$ cat src/rtl/tile_order_pkg.sv
// Shared constants, request kinds and FSM encodings for the tile-order consumer.
package tile_order_pkg;

  localparam int EDGE_TILES   = 24;
  localparam int CENTER_TILES = 12;
  localparam int SYM_W        = 4;
  localparam int IDX_W        = 5;

  localparam logic [1:0] KIND_EDGE_READ   = 2'd0;
  localparam logic [1:0] KIND_CENTER_READ = 2'd1;
  localparam logic [1:0] KIND_EDGE_SEEK   = 2'd2;

  // Reads resolve in the accept cycle and go straight to RESP;
  // only seeks spend time in SCAN.
  typedef enum logic [1:0] {
    ST_IDLE = 2'd0,
    ST_SCAN = 2'd1,
    ST_RESP = 2'd2
  } state_t;

  function automatic logic [SYM_W-1:0] pick_edge(
    input logic [EDGE_TILES*SYM_W-1:0] order,
    input logic [IDX_W-1:0]            idx
  );
    return order[int'(idx)*SYM_W +: SYM_W];
  endfunction

  function automatic logic [SYM_W-1:0] pick_center(
    input logic [CENTER_TILES*SYM_W-1:0] order,
    input logic [IDX_W-1:0]              idx
  );
    return order[int'(idx)*SYM_W +: SYM_W];
  endfunction

endpackage

$ cat src/rtl/ring_pos_inc.sv
// Edge-ring position increment: pos+1, wrapping from EDGE_TILES-1 back to 0.
module ring_pos_inc
  import tile_order_pkg::*;
(
  input  logic [IDX_W-1:0] pos,
  output logic [IDX_W-1:0] next
);

  // Compare-and-wrap keeps this a plain adder plus mux.
  assign next = (pos == IDX_W'(EDGE_TILES - 1)) ? '0 : pos + 1'b1;

endmodule

$ cat src/rtl/tile_order_reader.sv
// Latches an edge-ring order and a center order, then answers read and
// seek requests against them.
//
// Handshake: a request transfers on a clock edge where req_valid & req_ready;
// a response transfers on a clock edge where rsp_valid & rsp_ready, and all
// rsp_* hold steady from the rise of rsp_valid until that transfer.
module tile_order_reader
  import tile_order_pkg::*;
(
  input  logic                          clk,
  input  logic                          rst,
  input  logic                          load,
  input  logic [EDGE_TILES*SYM_W-1:0]   edge_order_in,
  input  logic [CENTER_TILES*SYM_W-1:0] center_order_in,
  output logic                          loaded,
  output logic                          load_drop,
  input  logic                          req_valid,
  output logic                          req_ready,
  input  logic [1:0]                    req_kind,
  input  logic [IDX_W-1:0]              req_idx,
  input  logic [SYM_W-1:0]              req_sym,
  output logic                          rsp_valid,
  input  logic                          rsp_ready,
  output logic [SYM_W-1:0]              rsp_sym,
  output logic [IDX_W-1:0]              rsp_pos,
  output logic                          rsp_found,
  output logic                          rsp_err,
  output logic [1:0]                    fsm_state
);

  state_t                        state;
  logic [EDGE_TILES*SYM_W-1:0]   edge_q;
  logic [CENTER_TILES*SYM_W-1:0] center_q;
  logic [SYM_W-1:0]              sym_q;
  logic [IDX_W-1:0]              start_q;
  logic [IDX_W-1:0]              pos_q;
  logic [IDX_W-1:0]              step_q;
  logic [IDX_W-1:0]              inc_in;
  logic [IDX_W-1:0]              pos_next;
  logic                          accept;
  logic                          bad_req;

  assign req_ready = (state == ST_IDLE) && !load;
  assign accept    = req_valid && req_ready;
  assign fsm_state = state;

  // One incrementer serves both the first seek step (from req_idx) and the scan walk.
  always_comb begin
    inc_in = pos_q;
    if (state == ST_IDLE) inc_in = req_idx;
  end

  ring_pos_inc u_inc (
    .pos  (inc_in),
    .next (pos_next)
  );

  // Requests that must be answered with an error instead of a lookup.
  always_comb begin
    bad_req = 1'b0;
    case (req_kind)
      KIND_EDGE_READ,
      KIND_EDGE_SEEK:   bad_req = (req_idx >= IDX_W'(EDGE_TILES));
      KIND_CENTER_READ: bad_req = (req_idx >= IDX_W'(CENTER_TILES));
      default:          bad_req = 1'b1;
    endcase
    if (!loaded) bad_req = 1'b1;
  end

  // Order capture, request FSM and registered response outputs.
  always_ff @(posedge clk or negedge rst) begin
    if (!rst) begin
      state     <= ST_IDLE;
      edge_q    <= '0;
      center_q  <= '0;
      sym_q     <= '0;
      start_q   <= '0;
      pos_q     <= '0;
      step_q    <= '0;
      loaded    <= 1'b0;
      load_drop <= 1'b0;
      rsp_valid <= 1'b0;
      rsp_sym   <= '0;
      rsp_pos   <= '0;
      rsp_found <= 1'b0;
      rsp_err   <= 1'b0;
    end else begin
      load_drop <= 1'b0;
      if (load) begin
        if (state == ST_IDLE) begin
          edge_q   <= edge_order_in;
          center_q <= center_order_in;
          loaded   <= 1'b1;
        end else begin
          load_drop <= 1'b1;
        end
      end

      case (state)
        ST_IDLE: begin
          if (accept) begin
            rsp_pos   <= req_idx;
            rsp_sym   <= '0;
            rsp_found <= 1'b0;
            rsp_err   <= 1'b0;
            if (bad_req) begin
              rsp_err   <= 1'b1;
              rsp_valid <= 1'b1;
              state     <= ST_RESP;
            end else if (req_kind == KIND_EDGE_SEEK) begin
              sym_q   <= req_sym;
              start_q <= req_idx;
              pos_q   <= pos_next;
              step_q  <= IDX_W'(1);
              state   <= ST_SCAN;
            end else begin
              rsp_sym   <= (req_kind == KIND_EDGE_READ) ? pick_edge(edge_q, req_idx)
                                                        : pick_center(center_q, req_idx);
              rsp_found <= 1'b1;
              rsp_valid <= 1'b1;
              state     <= ST_RESP;
            end
          end
        end
        ST_SCAN: begin
          if (pick_edge(edge_q, pos_q) == sym_q) begin
            rsp_pos   <= pos_q;
            rsp_sym   <= sym_q;
            rsp_found <= 1'b1;
            rsp_valid <= 1'b1;
            state     <= ST_RESP;
          end else if (step_q == IDX_W'(EDGE_TILES - 1)) begin
            rsp_pos   <= start_q;
            rsp_sym   <= '0;
            rsp_found <= 1'b0;
            rsp_valid <= 1'b1;
            state     <= ST_RESP;
          end else begin
            pos_q  <= pos_next;
            step_q <= step_q + 1'b1;
          end
        end
        ST_RESP: begin
          if (rsp_ready) begin
            rsp_valid <= 1'b0;
            state     <= ST_IDLE;
          end
        end
        default: state <= ST_IDLE;
      endcase
    end
  end

endmodule

$ cat config.mk
export PLATFORM = sky130hd
export DESIGN_NAME = tile_order_reader
export DESIGN_NICKNAME = d
export VERILOG_FILES = /design/src/rtl/tile_order_pkg.sv /design/src/rtl/ring_pos_inc.sv /design/src/rtl/tile_order_reader.sv
export SDC_FILE = /design/constraint.sdc
export NUM_CORES = 1
export LEC_CHECK = 0
export BUFFER_PORTS_ARGS = -buffer_cell sky130_fd_sc_hd__buf_2
export CAP_MARGIN = 20
export CORE_MARGIN = 2
export CORE_UTILIZATION = 45
export DETAILED_ROUTE_END_ITERATION = 10
export GPL_TIMING_DRIVEN = 0
export MAX_ROUTING_LAYER = met4
export PLACE_DENSITY = 0.67
export SKIP_CTS_REPAIR_TIMING = 1
export SLEW_MARGIN = 25
export SYNTH_ARGS = -nofsm -noshare
export SYNTH_HDL_FRONTEND = slang
export SYNTH_SLANG_ARGS = --single-unit
$ cat constraint.sdc
create_clock -name clk -period 3.8 [get_ports clk]
set_input_delay 0.19 -clock clk [delete_from_list [all_inputs] [get_ports clk]]
set_output_delay 0.19 -clock clk [all_outputs]
set_load 0.05 [all_outputs]
# Word-level counts from Yosys, hierarchy flattened
# Cells that the tools add are included.
# totals
register_bits,179
wordCells,102
# op_classes
n_addsub,2
order_cmp,2
eq_ne,15
shifts,3
mux,50
n_bitwise,1
n_reduce_logical,15
# op_table
op,count
96-bit by 8-bit variable part select with 4-bit output,2
5-bit two-way mux,15
48-bit by 8-bit variable part select with 4-bit output,1
5-bit case mux with 2 select lines,3
4-bit two-way mux,6
1-bit two-way mux,15
2-bit two-way mux,6
"5-bit by 1-bit adder with 5-bit output, second input constant",2
"5-bit equality test, second input constant",2
"2-bit inequality test, second input constant",5
4-bit case mux with 2 select lines,1
"3-bit inequality test, second input constant",2
2-bit case mux with 3 select lines,1
3-bit AND reduction,2
6-bit AND reduction,1
"5-bit by 4-bit >= comparator with 1-bit output, second input constant",1
"5-bit >= comparator, second input constant",1
5-bit AND reduction,1
"2-bit by 1-bit equality test with 1-bit output, second input constant",2
"2-bit equality test, second input constant",2
4-bit equality test,1
2-bit logical NOT,2
1-bit case mux with 2 select lines,2
2-bit AND reduction,2
other kinds (9),10

# Longest topological paths before layout
# Gate-level depths: netlist (run 1).
# depth
depth_word,8
ltp_mapped,12
depth_no_buf,9

# Modules after synthesis
# Synthesis (run 1) repeated with hierarchy kept, for this count alone.
# hier_totals
cells_unflattened,648
hier_area_um2,9307.7
# modules_own_cells
mod,n_inst,cells_each,area_each_um2
tile_order_reader,1,638,9227.6
ring_pos_inc,1,10,80.1

# Least setup slack after synthesis (run 1)
# Ideal clock, no wire load.
# synth_timing
path_type,register to register
from,reg pos_q[0]
to,reg rsp_found
setup_ps,125
t_arrival_ps,2658
path_slack_ps,1017
path_stages_with_launch,13
n_path_buf,4
period_less_slack_ps,2783
path_cell_list,dfrtp_1 buf_6 buf_6 mux4_2 a22oi_2 o221ai_2 xnor2_1 o21a_2 buf_6 nand2_4 a311oi_4 buf_6 mux2_4
# synth_via
elab_chain_cells,4
elab_cells_between_ends,6
classes_between,eq/ne (2); shift (1); mux (2); reduce/logical (1)
# synth_lines
item,line_no,rtl
start: declaration,tile_order_reader.sv:36,logic [IDX_W-1:0] pos_q;
start signal: assignment,tile_order_reader.sv:113,pos_q <= pos_next;
start signal: assignment,tile_order_reader.sv:139,pos_q <= pos_next;
96-bit by 8-bit variable part select with 4-bit output (*),tile_order_pkg.sv:25,return order[int'(idx)*SYM_W +: SYM_W];
4-bit equality test (*),tile_order_reader.sv:126,"if (pick_edge(edge_q, pos_q) == sym_q) begin"
3-bit inequality test (no line) / 1-bit two-way mux (equally long branches),n/a,
3-bit AND reduction (no line) / 1-bit case mux with 2 select lines (equally long branches),n/a,
end signal: assignment,tile_order_reader.sv:119,rsp_found <= 1'b1;
end signal: assignment,tile_order_reader.sv:129,rsp_found <= 1'b1;
end signal: assignment,tile_order_reader.sv:135,rsp_found <= 1'b0;
end: declaration,tile_order_reader.sv:26,"output logic rsp_found,"
# Mark *: on every way between the ends. The rest lies on a longest branch, timed or not.
# A chain may end at the register's enable or synchronous reset.

# Worst setup path after layout (run 1)
# layout_timing
from,reg pos_q[2]
to,reg rsp_pos[0]
# layout_via
elab_chain_cells,4
elab_cells_between_ends,6
classes_between,eq/ne (2); shift (1); mux (2); reduce/logical (1)
# layout_lines
item,line_no,rtl
96-bit by 8-bit variable part select with 4-bit output (*),tile_order_pkg.sv:25,
4-bit equality test (*),tile_order_reader.sv:126,
3-bit inequality test (no line) / 5-bit two-way mux (equally long branches),n/a,
3-bit AND reduction (no line) / 5-bit case mux with 2 select lines (equally long branches),n/a,
end signal: assignment,tile_order_reader.sv:102,rsp_pos <= req_idx;
end signal: assignment,tile_order_reader.sv:127,rsp_pos <= pos_q;
end signal: assignment,tile_order_reader.sv:133,rsp_pos <= start_q;
end: declaration,tile_order_reader.sv:25,"output logic [IDX_W-1:0] rsp_pos,"
# Marks and branches as above.

==> results.ini, run 1 <==
[outcome]
status=finished with violations
violations=hold timing

[yosys]
synthDistinctLibCells=54
synthesis.nets=835
synth_compound_area_share_pct=5.89
synth-xor-area-share_pct=0.0931
synth_top_family_by_area=multiplexers
synthAdderAreaFrac_pct=0.266
synth_warnings=0
yosysTopAreaCell=dfrtp_1
synth_top_area_share_pct=47.6
syn_inst=673
synth.area.mux_share_pct=37.3
ys_seq_area_share_pct=47.6
synth.area.top_cells=dfrtp_1, mux2_2, mux4_2, mux4_1, mux2i_1
syn_area_per_cell_um2=14.0
netlist_area_um2=9410
ys_ff_latch=179
synthSimpleGateAreaFrac_pct=5.57

[clocking]
cts_sinks=179
root_buffer=clkbuf_16
clockBufferDepth=2
clk_latency_ps=440
tritoncts=yes
clk_pin_slew_ps=70
h-tree-depth=4
cts_buffers=17

[sta]
setup_viol=0
relSlewSlack_pct=40.2
tns_ps=0
fin_skew_ps=11.6
min_period_ps=3270
max_freq_ghz=0.306
timing.final.ws_setup_ps=530
fin_hold_ws_ps=-2.82
finalHoldViolations=1
period_share_pct=86.0
finalMaxSlewViolations=0
worst_pin_slew_ps=897
rsz0062_at_grt=no

[global_routing]
grt.overflow.total=0
antenna_found_initial=0
grt_pass1_wl_um=39200
grt_util_all_layers_pct=24.5
grt_max_degree=93
grt_pass1_vias=6713

[critical_path]
criticalPathCategory=flip-flop to flip-flop
cpPeakStageDelay_ps=450
worstPathArrival_ps=3590
critical_path.cell_chain=buf_2 > buf_2 > buf_1 > nor2_1 > nor3_1 > o31a_1 > o22a_1 > buf_6 > nand2_4 > a311oi_4 > buf_6 > mux2_4
worstPathRequired_ps=4120
crit_path_end_kind=flip-flop
cpMaxStageDelayCell=buf_1
cp_max_fo=10
r2r_slack_ps=530
crit_path_start_kind=flip-flop

[place]
place_ws_ps=389
gp_congestion=0.862
port_buffers=174
dpl.hpwl_um=18900

[floorplanning]
rows=52
boundaryPins=177
die_h_um=149
start_util_pct=46.2
fp.dieW_um=149
core_area_um2=20400
dieArea_um2=22100

[detailed_routing]
drc=0
postRouteAntennaNets=0
drt_wl_total_um=28000
drt-vias-per-instance=5.69
dr.pass1.iters=5
vias=7320
drt_iter0_markers=537
wl_per_cell_um=21.8

[hold_path]
hp-class=input pin to flip-flop

[flow_run]
maxCapViolCount=0

[pwr]
p_leak_uw=0.00538
irDropWorstVdd_mv=0.477
p_per_area_nw_per_um2=743

[cells_and_area]
fin_nets=1164
drive_gt1_share_pct=45.9
fin_util_pct=62.0
syn2layout_area_growth_pct=34.2

## cell families after synthesis
logic type      Yosys count
mux                     250
flops                   179
simple gates            101
compound gates           80
buf+inv                  60
fa+ha+maj                 2
xor+xnor                  1
## cell usage after synthesis, drive strengths merged
cell type / number
o31ai: 4
o22ai: 6
a22oi: 2
nand2: 22
nand4: 6
nand2b: 5
and3: 2
inv: 7
o221ai: 1
a221o: 1
clkbuf: 33
o22a: 1
nor3: 12
or3: 1
xnor2: 1
nor3b: 3
o2bb2ai: 3
a21oi: 9
and2: 2
o311a: 1
nor2b: 4
o21ai: 23
buf: 20
a21o: 1
o211ai: 6
a211o: 2
or2: 4
and3b: 1
a22o: 2
a31o: 1
a31oi: 9
nor2: 20
nand3: 16
dfrtp: 179
o21bai: 2
ha: 2
a211oi: 1
a311oi: 1
nor4: 3
mux4: 58
o31a: 3
o21a: 1
mux2i: 17
mux2: 175
## worst paths after layout
path,start,to,depth (start not counted)
min in group asynchronous,rst,load_drop,2
max in group asynchronous,rst,edge_q[26],4
min reg2reg,rsp_err,rsp_err,1
max reg2reg,pos_q[2],rsp_pos[0],12
min,edge_order_in[77],edge_q[77],2
max,pos_q[2],rsp_pos[0],12
## through the flow
stage / instance area (µm²) / hold slack, ps / power [µW] / cells
after floorplan: 9410 / -106 / 6310 / 673
after global placement: 10600 / 422 / 7320 / 1117
after detailed placement: 10700 / -31.0 / 7430 / 1119
after CTS: 11300 / -499 / 9240 / 1151
after global routing: 12600 / -4.31 / 9840 / 1285
final: 12600 / -2.82 / 9380 / 1286
## layer usage
metal / up-vias / share of wire, % / global-route usage (%)
met5: - / 0 / -
met4: 0 / 1.6 / 5.05
met3: 30 / 6.1 / 5.67
met2: 294 / 50 / 38.4
met1: 3768 / 42 / 33.0
li1: 3228 / - / -
## registers in the layout (all words and copies together), names as in the netlist, 2 cells and up
signal,count
edge_q,96
center_q,48
pos_q,5
rsp_pos,5
start_q,5
step_q,5
rsp_sym,4
sym_q,4
fsm_state,2
## placed cells by master (no fill, tap or decap), types with 6 or more instances in the layout
cell type	n
mux2i_1	17
mux4_1	7
dfrtp_1	179
nand2_1	21
buf_2	180
inv_1	7
nor2_1	19
clkbuf_1	31
o22ai_1	6
dlygate4sd3_1	134
nand4_1	6
a21oi_1	9
o211ai_1	6
buf_6	6
mux2_4	9
clkbuf_16	17
mux2_2	166
o21ai_0	22
a31oi_1	9
nor3_1	12
nand3_1	16
mux4_2	51
## critical path: cells and delay by family, from the launching register on
family | cells | cell delay, ps
AO/OA/AOI/OAI | 3 | 670
buffers and inverters | 5 | 1330
flip-flops | 1 | 320
multiplexers | 1 | 310
AND/OR/NAND/NOR | 3 | 510
## report_power, final
part	internal (µW)	switching, µW	total [µW]
clock network	965	847	1810
registers	2790	643	3430
logic	2180	1960	4140
## layout make-up
cell class	count	area, µm²
antenna	1	2.50
tap	270	338
sequential	179	4480
multi-input combinational	434	4620
clock buffer	19	453
timing repair buffer	310	2280
clock inverter	13	141
fill	1533	7740
buffer	53	284
inverter	7	26.3
(Power assumes the default switching activity.)
==> run 2, diff against run 1 <==
- CELL_PAD_IN_SITES_DETAIL_PLACEMENT: unset -> 1
- CELL_PAD_IN_SITES_GLOBAL_PLACEMENT: unset -> 2
- CORE_UTILIZATION: 45 -> 39
- PLACE_DENSITY: 0.67 -> unset
- PLACE_DENSITY_LB_ADDON: unset -> 0.1
==> run 2 against run 1 <==
  * The run still ends with hold timing left
  * Power up 0.77%
  * Combinational power up 1%
  * Final area down 3.0%
  * Clock skew up 4.6 ps
  * Sequential cell count unchanged
  * Global-route usage down 0.37 points
  * Critical path depth unchanged
  * Non-clock buffer count down 43
  * First-iteration DRC count down 30%
  * Clock-buffer cell count down 2
  * Clock power about the same
  * Largest cell class unchanged
==> results.ini, run 2 (synthesized netlist as in run 1, its figures left out) <==
[outcome]
status=finished with violations  ; unchanged
violations=hold timing  ; unchanged

[floorplanning]
start_util_pct=39.8  ; was 46.2%
core_area_um2=23600  ; was 20400 µm²
fp.dieW_um=159  ; was 149 µm
boundaryPins=177  ; unchanged
dieArea_um2=25400  ; was 22100 µm²
rows=56  ; was 52
die_h_um=159  ; was 149 µm

[critical_path]
crit_path_end_kind=flip-flop  ; unchanged
path_buf_inv=5  ; unchanged
r2r_slack_ps=400  ; was 530 ps
r2r-start=pos_q[2]  ; unchanged
crit_path_start_kind=flip-flop  ; unchanged
startpoint=pos_q[2]  ; unchanged
r2r-end=rsp_sym[0]  ; was rsp_pos[0]
worstPathRequired_ps=4110  ; was 4120 ps
cp.depth=12  ; unchanged
worstPathArrival_ps=3710  ; was 3590 ps
criticalPathCategory=flip-flop to flip-flop  ; unchanged
cpPeakStageDelay_ps=420  ; was 450 ps
critical_path.cell_chain=buf_2 > buf_2 > buf_1 > nor2_1 > nor3_1 > o31a_1 > o22a_1 > buf_6 > nand2_4 > a311oi_4 > buf_6 > mux2_4  ; unchanged
cpMaxStageDelayCell=buf_1  ; unchanged
crit_family=buffers and inverters  ; unchanged
crit_end=rsp_sym[0]  ; was rsp_pos[0]
reg2reg_depth=12  ; unchanged
cp_max_fo=10  ; unchanged

[cells_and_area]
fin_nets=1121  ; was 1164
diodes=0  ; was 1
largest_register=edge_q  ; unchanged
largest_reg_flops=96  ; unchanged
final_cell_mix=buf_2, dfrtp_1, mux2_2  ; unchanged
drive_gt1_share_pct=48.0  ; was 45.9%
design_area_um2=12200  ; was 12600 µm²
layout_commonest_cell=buf_2  ; unchanged
syn2layout_area_growth_pct=30.2  ; was 34.2%
fin_util_pct=51.9  ; was 62.0%
reg.largest.list=edge_q: 96 flops, center_q: 48 flops  ; unchanged

[global_routing]
grt_pass1_wl_um=44800  ; was 39200 µm
grt_max_degree=92  ; was 93
grt_util_all_layers_pct=24.1  ; was 24.5%
grt_pass1_vias=7403  ; was 6713
grt.overflow.total=0  ; unchanged
antenna_found_initial=0  ; unchanged
gr-usage-met1_pct=32.6  ; was 33.0%
grt-busiest-layer=met2  ; unchanged
use_met2_pct=37.9  ; was 38.4%
use_met3_pct=3.88  ; was 5.67%

[detailed_routing]
drc=0  ; unchanged
vias=7020  ; was 7320
drt_iter0_markers=375  ; was 537
drt_wl_total_um=30000  ; was 28000 µm
drt-vias-per-instance=5.44  ; was 5.69
dr.pass1.iters=4  ; was 5
postRouteAntennaNets=0  ; unchanged
wl_per_cell_um=23.3  ; was 21.8 µm

[sta]
finalMaxSlewViolations=0  ; unchanged
worst_pin_slew_ps=988  ; was 897 ps
timing.final.ws_setup_ps=402  ; was 530 ps
rsz0062_at_grt=no  ; unchanged
max_freq_ghz=0.294  ; was 0.306 GHz
min_period_ps=3400  ; was 3270 ps
period_share_pct=89.4  ; was 86.0%
relSlewSlack_pct=34.2  ; was 40.2%
setup_viol=0  ; unchanged
fin_hold_ws_ps=-4.96  ; was -2.82 ps
fin_skew_ps=16.2  ; was 11.6 ps
finalHoldViolations=2  ; was 1

[clocking]
clk_pin_slew_ps=80  ; was 70 ps
clockBufferDepth=2  ; unchanged
clk_latency_ps=440  ; about the same
h-tree-depth=4  ; unchanged
cts_sinks=179  ; unchanged
cts_buffers=17  ; unchanged
tritoncts=yes  ; unchanged
root_buffer=clkbuf_16  ; unchanged

[flow_run]
maxCapViolCount=0  ; unchanged

[place]
place_area_um2=10700  ; about the same
dpl.hpwl_um=21900  ; was 18900 µm
port_buffers=174  ; unchanged
place_ws_ps=219  ; was 389 ps
gp_congestion=0.836  ; was 0.862

[pwr]
irDropWorstVdd_mv=0.303  ; was 0.477 mV
total_power_uw=9460  ; was 9380 µW
p_leak_uw=0.00520  ; was 0.00538 µW
p_per_area_nw_per_um2=772  ; was 743 nW/µm²

[hold_path]
hp-class=input pin to flip-flop  ; unchanged

[run 2: power breakdown]
part           leakage, µW  internal, µW  switching (µW)  total [µW]
Sequential         0.00211          2790             670        3460
Combinational      0.00280          2150            2040        4200
Clock             0.000286           937             866        1800
[run 2: how the worst min path moves through the flow]
stage | from | to | slack [ps] | depth (start not counted)
2_1_floorplan | rst | center_q[0] | -110 | 0
3_3_place_gp | edge_order_in[86] | edge_q[86] | 420 | 2
3_5_place_dp | rst | loaded | 250 | 2
4_1_cts | rst | center_q[34] | -220 | 2
5_1_grt | center_order_in[40] | center_q[40] | -4 | 2
6_report | edge_order_in[49] | edge_q[49] | -5 | 2
[run 2: layer usage]
layer	vias to the layer above	share of wire, %
met5	-	0
met1	3688	45
met2	172	50
met4	0	1.3
li1	3140	-
met3	20	3.7
[run 2: cell type report]
class	count	area [µm²]
timing repair buffer	267	1850
tap	319	399
clock inverter	14	163
multi-input combinational	434	4620
inverter	7	26.3
buffer	53	285
sequential	179	4480
clock buffer	17	425
fill	2446	11400
[run 2: per-stage QoR]
| step | setup TNS, ps | hold WS (ps) | std cells |
|---|---|---|---|
| 2_1_floorplan | 0 | -106 | 673 |
| 3_3_place_gp | -46770 | 424 | 1166 |
| 3_5_place_dp | 0 | 248 | 1168 |
| 4_1_cts | 0 | -221 | 1199 |
| 5_1_grt | 0 | -4.43 | 1290 |
| 6_report | 0 | -4.96 | 1290 |
